### config.mk
export PLATFORM = sky130hd
export DESIGN_NAME = obi_rr_arbiter
export DESIGN_NICKNAME = d
export VERILOG_FILES = /design/src/rtl/obi_rr_arbiter.sv
export SDC_FILE = /design/constraint.sdc
export NUM_CORES = 1
export LEC_CHECK = 0
export CAP_MARGIN = 0
export CORE_AREA = 2 2 112 114
export DETAILED_ROUTE_END_ITERATION = 16
export DIE_AREA = 0 0 114 116
export GPL_TIMING_DRIVEN = 0
export PLACE_DENSITY = 0.71
export SLEW_MARGIN = 15
export SYNTH_ARGS = -nofsm -noshare
export SYNTH_HDL_FRONTEND = slang
export SYNTH_SLANG_ARGS = --single-unit
### constraint.sdc
create_clock -name clk_i -period 2.4 [get_ports clk_i]
set_input_delay 0.6 -clock clk_i [delete_from_list [all_inputs] [get_ports clk_i]]
set_output_delay 0.6 -clock clk_i [all_outputs]
set_load 0.02 [all_outputs]
### src/rtl/obi_rr_arbiter.sv
`default_nettype none
// ============================================================================
// Module   : obi_rr_arbiter
// Brief    : Round-robin arbiter sharing one single-outstanding OBI subordinate
//            between NUM_MGR OBI managers.
// Revision : 1.0 - initial release
// ============================================================================
module obi_rr_arbiter #(
  parameter int unsigned NUM_MGR    = 2,
  parameter int unsigned ADDR_WIDTH = 32,
  parameter int unsigned DATA_WIDTH = 32
) (
  input  logic                             clk_i,
  input  logic                             reset_ni,
  input  logic [NUM_MGR-1:0]               mgr_req_i,
  output logic [NUM_MGR-1:0]               mgr_gnt_o,
  input  logic [NUM_MGR*ADDR_WIDTH-1:0]    mgr_addr_i,
  input  logic [NUM_MGR-1:0]               mgr_we_i,
  input  logic [NUM_MGR*DATA_WIDTH/8-1:0]  mgr_be_i,
  input  logic [NUM_MGR*DATA_WIDTH-1:0]    mgr_wdata_i,
  output logic [NUM_MGR-1:0]               mgr_rvalid_o,
  input  logic [NUM_MGR-1:0]               mgr_rready_i,
  output logic [DATA_WIDTH-1:0]            mgr_rdata_o,
  output logic                             mgr_err_o,
  output logic                             sbr_req_o,
  input  logic                             sbr_gnt_i,
  output logic [ADDR_WIDTH-1:0]            sbr_addr_o,
  output logic                             sbr_we_o,
  output logic [DATA_WIDTH/8-1:0]          sbr_be_o,
  output logic [DATA_WIDTH-1:0]            sbr_wdata_o,
  input  logic                             sbr_rvalid_i,
  output logic                             sbr_rready_o,
  input  logic [DATA_WIDTH-1:0]            sbr_rdata_i,
  input  logic                             sbr_err_i
);

  localparam int unsigned BE_WIDTH  = DATA_WIDTH / 8;
  localparam int unsigned IDX_WIDTH = (NUM_MGR > 1) ? $clog2(NUM_MGR) : 1;

  localparam logic [1:0] c_state_idle = 2'd0;
  localparam logic [1:0] c_state_addr = 2'd1;
  localparam logic [1:0] c_state_resp = 2'd2;

  localparam logic [IDX_WIDTH-1:0] c_last_reset = IDX_WIDTH'(NUM_MGR - 1);

  if (NUM_MGR < 2 || NUM_MGR > 8) begin : g_num_mgr_check
    $error("obi_rr_arbiter: NUM_MGR must lie in 2..8");
  end

  logic [1:0]           r_state;
  logic [IDX_WIDTH-1:0] r_owner;
  logic [IDX_WIDTH-1:0] r_last;

  logic                 w_any_req;
  logic [IDX_WIDTH-1:0] w_winner;
  logic [IDX_WIDTH-1:0] w_sel;
  logic                 w_fwd;
  logic                 w_resp;
  int                   w_idx;

  // Scan from lowest to highest priority so the highest-priority requester is written last.
  always_comb begin
    w_any_req = |mgr_req_i;
    w_winner  = r_last;
    w_idx     = 0;
    for (int i = NUM_MGR; i >= 1; i--) begin
      w_idx = int'(r_last) + i;
      if (w_idx >= int'(NUM_MGR)) begin
        w_idx = w_idx - int'(NUM_MGR);
      end
      if (mgr_req_i[IDX_WIDTH'(w_idx)]) begin
        w_winner = IDX_WIDTH'(w_idx);
      end
    end
  end

  always_ff @(posedge clk_i or negedge reset_ni) begin
    if (!reset_ni) begin
      r_state <= c_state_idle;
      r_owner <= '0;
      r_last  <= c_last_reset;
    end else begin
      case (r_state)
        c_state_idle: begin
          if (w_any_req) begin
            r_owner <= w_winner;
            if (sbr_gnt_i) begin
              r_last  <= w_winner;
              r_state <= c_state_resp;
            end else begin
              r_state <= c_state_addr;
            end
          end
        end
        c_state_addr: begin
          if (sbr_gnt_i) begin
            r_last  <= r_owner;
            r_state <= c_state_resp;
          end
        end
        c_state_resp: begin
          if (sbr_rvalid_i && mgr_rready_i[r_owner]) begin
            r_state <= c_state_idle;
          end
        end
        default: r_state <= c_state_idle;
      endcase
    end
  end

  // Once locked in ADDR the owner is held even if it drops its request.
  always_comb begin
    w_sel  = (r_state == c_state_addr) ? r_owner : w_winner;
    w_fwd  = ((r_state == c_state_idle) && w_any_req) || (r_state == c_state_addr);
    w_resp = (r_state == c_state_resp);

    sbr_req_o    = w_fwd;
    sbr_addr_o   = '0;
    sbr_we_o     = 1'b0;
    sbr_be_o     = '0;
    sbr_wdata_o  = '0;
    mgr_gnt_o    = '0;
    mgr_rvalid_o = '0;
    sbr_rready_o = 1'b0;
    mgr_rdata_o  = '0;
    mgr_err_o    = 1'b0;

    if (w_fwd) begin
      sbr_addr_o       = mgr_addr_i[int'(w_sel)*ADDR_WIDTH +: ADDR_WIDTH];
      sbr_we_o         = mgr_we_i[w_sel];
      sbr_be_o         = mgr_be_i[int'(w_sel)*BE_WIDTH +: BE_WIDTH];
      sbr_wdata_o      = mgr_wdata_i[int'(w_sel)*DATA_WIDTH +: DATA_WIDTH];
      mgr_gnt_o[w_sel] = sbr_gnt_i;
    end

    if (w_resp) begin
      mgr_rvalid_o[r_owner] = sbr_rvalid_i;
      sbr_rready_o          = mgr_rready_i[r_owner];
      mgr_rdata_o           = sbr_rdata_i;
      mgr_err_o             = sbr_err_i;
    end
  end

endmodule
`default_nettype wire

# --- Word-level counts from Yosys, hierarchy flattened ---
# Index checks and enable logic that the tools add are counted.
totals:
  regBits: 4
  input_bits: 179
  out_inout_bits: 108
  elab_cells: 72
classes:
  addsub: 4
  magnitude_cmp: 8
  eq_ne: 6
  shift: 3
  muxes: 35
  n_bitwise: 2
  reduce_logical: 11
op_table:
  columns: ["op", "n"]
  rows:
  - ["64-bit by 7-bit indexed part select with 32-bit output", 2]
  - ["32-bit two-way mux", 3]
  - ["1-bit two-way mux", 21]
  - ["2-bit two-way mux", 6]
  - ["8-bit by 4-bit indexed part select with 4-bit output", 1]
  - ["1-bit by 3-bit < comparator with 1-bit output, second input constant", 2]
  - ["2-bit != test, second input constant", 3]
  - ["2-bit case mux with 3 select lines", 1]
  - ["2-bit bitwise AND", 2]
  - ["1-bit logical AND", 4]
  - ["1-bit by 2-bit < comparator with 1-bit output, second input constant", 2]
  - ["4-bit two-way mux", 1]
  - ["4-bit AND reduction", 1]
  - ["1-bit by 2-bit adder with 3-bit output, second input constant", 1]
  - ["3-bit by 2-bit >= comparator with 1-bit output, second input constant", 1]
  - ["3-bit AND reduction", 1]
  - ["1-bit by 1-bit adder with 2-bit output, second input constant", 1]
  - ["1-bit demux with 1-bit select", 2]
  - ["2-bit by 1-bit equality test with 1-bit output, second input constant", 1]
  - ["2-bit equality test, second input constant", 1]
  - ["1-bit >= comparator, second input constant", 2]
  - ["2-bit >= comparator, second input constant", 1]
  - ["2-bit logical NOT", 1]
  - ["2-bit by 1-bit != test with 1-bit output, second input constant", 1]
  - ["6 further kinds", 7]

# --- Logic depth before layout (Yosys ltp) ---
depth:
  depth_word: 15
  mapped_depth: 6
  mapped_depth_nobuf: 3

# --- Worst setup path after synthesis ---
# Ideal clock, no wire load.
synth_timing:
  path_type: "input to output"
  start: "input port mgr_req_i[0]"
  end: "output port sbr_be_o[0]"
  arrival_time_ps: 1685
  t_required_ps: 1800
  path_slack_ps: 115
  cell_stages: 5
  path_buffers: 2
  cell_sequence: "buf_6 xnor2_2 buf_2 nand3_1 a31oi_1"
synth_between:
  elab_chain_len: 7
  word_cells_on_any_way: 12
  classes_between: "1 x shift; 8 x mux; 3 x reduce/logical"
synth_rtl:
  columns: ["item", "line", "text"]
  rows:
  - ["start: declaration", "15", "input logic [NUM_MGR-1:0] mgr_req_i,"]
  - ["1-bit two-way mux (implied by the code) (2 in a row)", "71", "if (mgr_req_i[IDX_WIDTH'(w_idx)]) begin"]
  - ["1-bit two-way mux (2 in a row)", "71", null]
  - ["1-bit two-way mux", "113", "w_sel = (r_state == c_state_addr) ? r_owner : w_winner;"]
  - ["8-bit by 4-bit indexed part select with 4-bit output", "131", "sbr_be_o = mgr_be_i[int'(w_sel)*BE_WIDTH +: BE_WIDTH];"]
  - ["4-bit two-way mux (*)", "128", "if (w_fwd) begin"]
  - ["end: declaration", "29", "output logic [DATA_WIDTH/8-1:0] sbr_be_o,"]
# Every way passes the cells marked *; elsewhere a longest branch is shown, timed or not. The select of a mux whose other input is x is not followed.

# --- Final worst setup path ---
layout_timing:
  start: "input port mgr_addr_i[17]"
  end: "output port sbr_addr_o[17]"
layout_between:
  elab_chain_len: 2
layout_rtl:
  columns: ["item", "line", "text"]
  rows:
  - ["start: declaration", "17", "input logic [NUM_MGR*ADDR_WIDTH-1:0] mgr_addr_i,"]
  - ["64-bit by 7-bit indexed part select with 32-bit output", "129", "sbr_addr_o = mgr_addr_i[int'(w_sel)*ADDR_WIDTH +: ADDR_WIDTH];"]
  - ["32-bit two-way mux", "128", null]
  - ["end: declaration", "27", "output logic [ADDR_WIDTH-1:0] sbr_addr_o,"]
# No other way between the ends.

==> results.yml <==
critical_path:
  r2r_cells: 6
  start_kind: "input port"
  crit_arrival_ns: 1.93
  crit_required_ns: 1.80
  rrSetupSlack_ns: 0.92
  cp_max_fo: 2
  endpoint_kind: "output pin"
  r2r_start: "r_state[0]"
  path_class: "input port to output pin"
  worst_r2r_endpoint: "r_state[0]"
final_layout:
  final_common_cell: "clkdlybuf4s50_1"
  antenna_cells: 0
  fin_nets: 980
  final_area_sq_um: 8090
  drive_gt1_share_pct: 41.4
  mostFrequentLayoutCells: "clkdlybuf4s50_1, a31oi_1, nand3_1, buf_4, buf_6"
  area_growth_pct: 149
timing:
  timing.final.crit_share_pct: 105
  holdWs_ns: 0.571
  slew_headroom_pct: 74.4
  tightestPinTransition_ns: 0.384
  period_minus_slack_ns: 2.53
  hold_viol_final: 0
  clock_skew_ns: 0.00296
  rsz0062_at_grt: "yes"
  setup_viol: 50
  slew_viol_final: 0
  timing.fmax_mhz: 396
  fin_ws_ns: -0.126
clock_tree:
  cts_htree_levels: 1
  cts_root_buf: "clkbuf_16"
  clock-sinks: 4
  cts_tree: "yes"
  max-clock-path-buffers: 2
  hold_buffers: 0
  clk-insertion-delay-late_ns: 0.23
  clk_pin_slew_worst_paths_ns: 0.03
  cts_buffers: 3
routing:
  drt-total-wl_microns: 20800
  drtAntennaViolNets: 0
  via_count: 5817
  drt_iter0_drc: 627
  wl_per_cell_microns: 22.0
  drt_pass1_iterations: 6
  viasPerCell: 6.14
  drc_errors: 0
global_routing:
  grt_start_max_net_pins: 11
  track_usage_pct: 26.9
  grt_pass1_wl_microns: 29400
  grt_pass1_vias: 5598
  overflow: 0
  antenna_found_initial: 0
power_and_ir_drop:
  leakagePower_nw: 3.06
  p_total_mw: 8.96
  powerDensity_nw_per_um2: 1110
  max-vdd-ir-drop_v: 0.000570
place:
  portBuffers: 285
  place_area_sq_um: 6290
  gp_congestion: 0.945
  hpwl_microns: 13800
  preCtsSetupSlack_ns: -0.819
worst_hold_path:
  hp-class: "input port to async pin"
die:
  die_w_microns: 114
  coreArea_sq_um: 11900
  io_pins: 287
  start_util_pct: 27.3
  die-height_microns: 116
  rows: 40
  die-area_sq_um: 13200
job:
  max_cap_violations: 0
logic_synthesis:
  synth_top_area_cell: "a31oi_1"
  synth_nets: 676
  synth_edf_count: 0
  syn_area_per_cell_sq_um: 6.54
  syn_inst: 497
  async_flop_share_pct: 100
  ys.flop_type: "dfrtp_1"
  ys_seq_area_share_pct: 3.12
  yosys_register_bits: 4
  syn_area_sq_um: 3250
  netlist.area_leader.share_pct: 26.5
  synth.distinct_cells: 30
  synth_area_leaders: "a31oi_1, nand3_1, nor4bb_1"
  yosys_warnings: 0
status:
  status: "complete, but fails checks"
  violations: "negative setup slack"
==> timing repair <==
action                                  4_1_cts  5_1_grt
buffers inserted                             11        1
endpoints found under the setup margin      103       77
cloned                                        6        0
gates resized for setup                     599      244
pin swaps                                    45       55
==> sequential cells by signal, summed over array words and instances, names as in the netlist <==
| register | flops |
|---|---|
| r_state | 2 |
| r_last | 1 |
| r_owner | 1 |
==> Yosys cell counts, types with 2 or more instances <==
master / instances
nand3_1: 138
buf_6: 12
nor2_1: 4
a31oi_1: 138
mux2i_1: 2
nor3_1: 2
nor4bb_1: 69
inv_1: 2
buf_2: 40
nor2b_1: 4
clkbuf_1: 24
clkbuf_2: 3
and2_1: 33
a21oi_1: 2
nor3b_1: 3
nand2_1: 2
buf_4: 4
dfrtp_1: 3
==> power breakdown <==
part           leakage [nW]  switching [mW]  total (mW)  internal [mW]
combinational          2.98            4.80        8.56           3.76
clock                0.0382          0.0495       0.269          0.220
sequential           0.0446          0.0290       0.134          0.105
total                  3.06            4.88        8.96           4.08
==> per-stage QoR <==
step           setup TNS (ns)  std cells  util [%]
2_1_floorplan               0        497         -
3_3_place_gp           -48.62        929      52.8
3_5_place_dp           -49.80        929      52.8
4_1_cts                 -1.66        949      58.5
5_1_grt                 -5.64        947      67.9
6_report                -1.85        947      67.9
==> layer usage <==
layer	vias to the layer above	global-route usage [%]	part of all wire [%]
met1	2779	33.4	38
met5	-	0	0
li1	2602	-	-
met3	53	4.13	8.0
met2	383	49.0	52
met4	0	6.02	2.4
==> worst max-delay path by stage <==
stage	from	to	slack (ns)	cells after the start
finish	mgr_addr_i[17]	sbr_addr_o[17]	-0.13	5
CTS	mgr_wdata_i[18]	sbr_wdata_o[18]	-0.12	5
floorplan	mgr_req_i[0]	sbr_be_o[0]	0.11	5
global route	r_state[0]	sbr_wdata_o[21]	-0.19	6
detailed placement	mgr_req_i[1]	sbr_wdata_o[18]	-0.82	7
global placement	mgr_req_i[1]	sbr_wdata_o[20]	-0.78	7
==> logic make-up after synthesis <==
group           Yosys count  synth area share, %
buf+inv                  86                 14.8
mux                       2                0.616
xor+xnor                  2                 1.35
simple gates            259                 52.1
flops                     4                 3.12
compound gates          144                 28.0
==> critical path, stage by stage <==
cell	delay [ns]
clkdlybuf4s50_1	0.51
nor4bb_1	0.38
a31oi_1	0.07
a31oi_1	0.20
buf_4	0.17
==> layout make-up <==
| class | count | area [sq um] |
|---|---|---|
| inverter | 2 | 7.51 |
| clock buffer | 4 | 78.8 |
| tap | 147 | 184 |
| sequential | 4 | 104 |
| multi-input combinational | 407 | 4030 |
| buffer | 83 | 773 |
| fill | 953 | 3820 |
| timing repair buffer | 300 | 2910 |
Power figures use the tool's default switching activity.
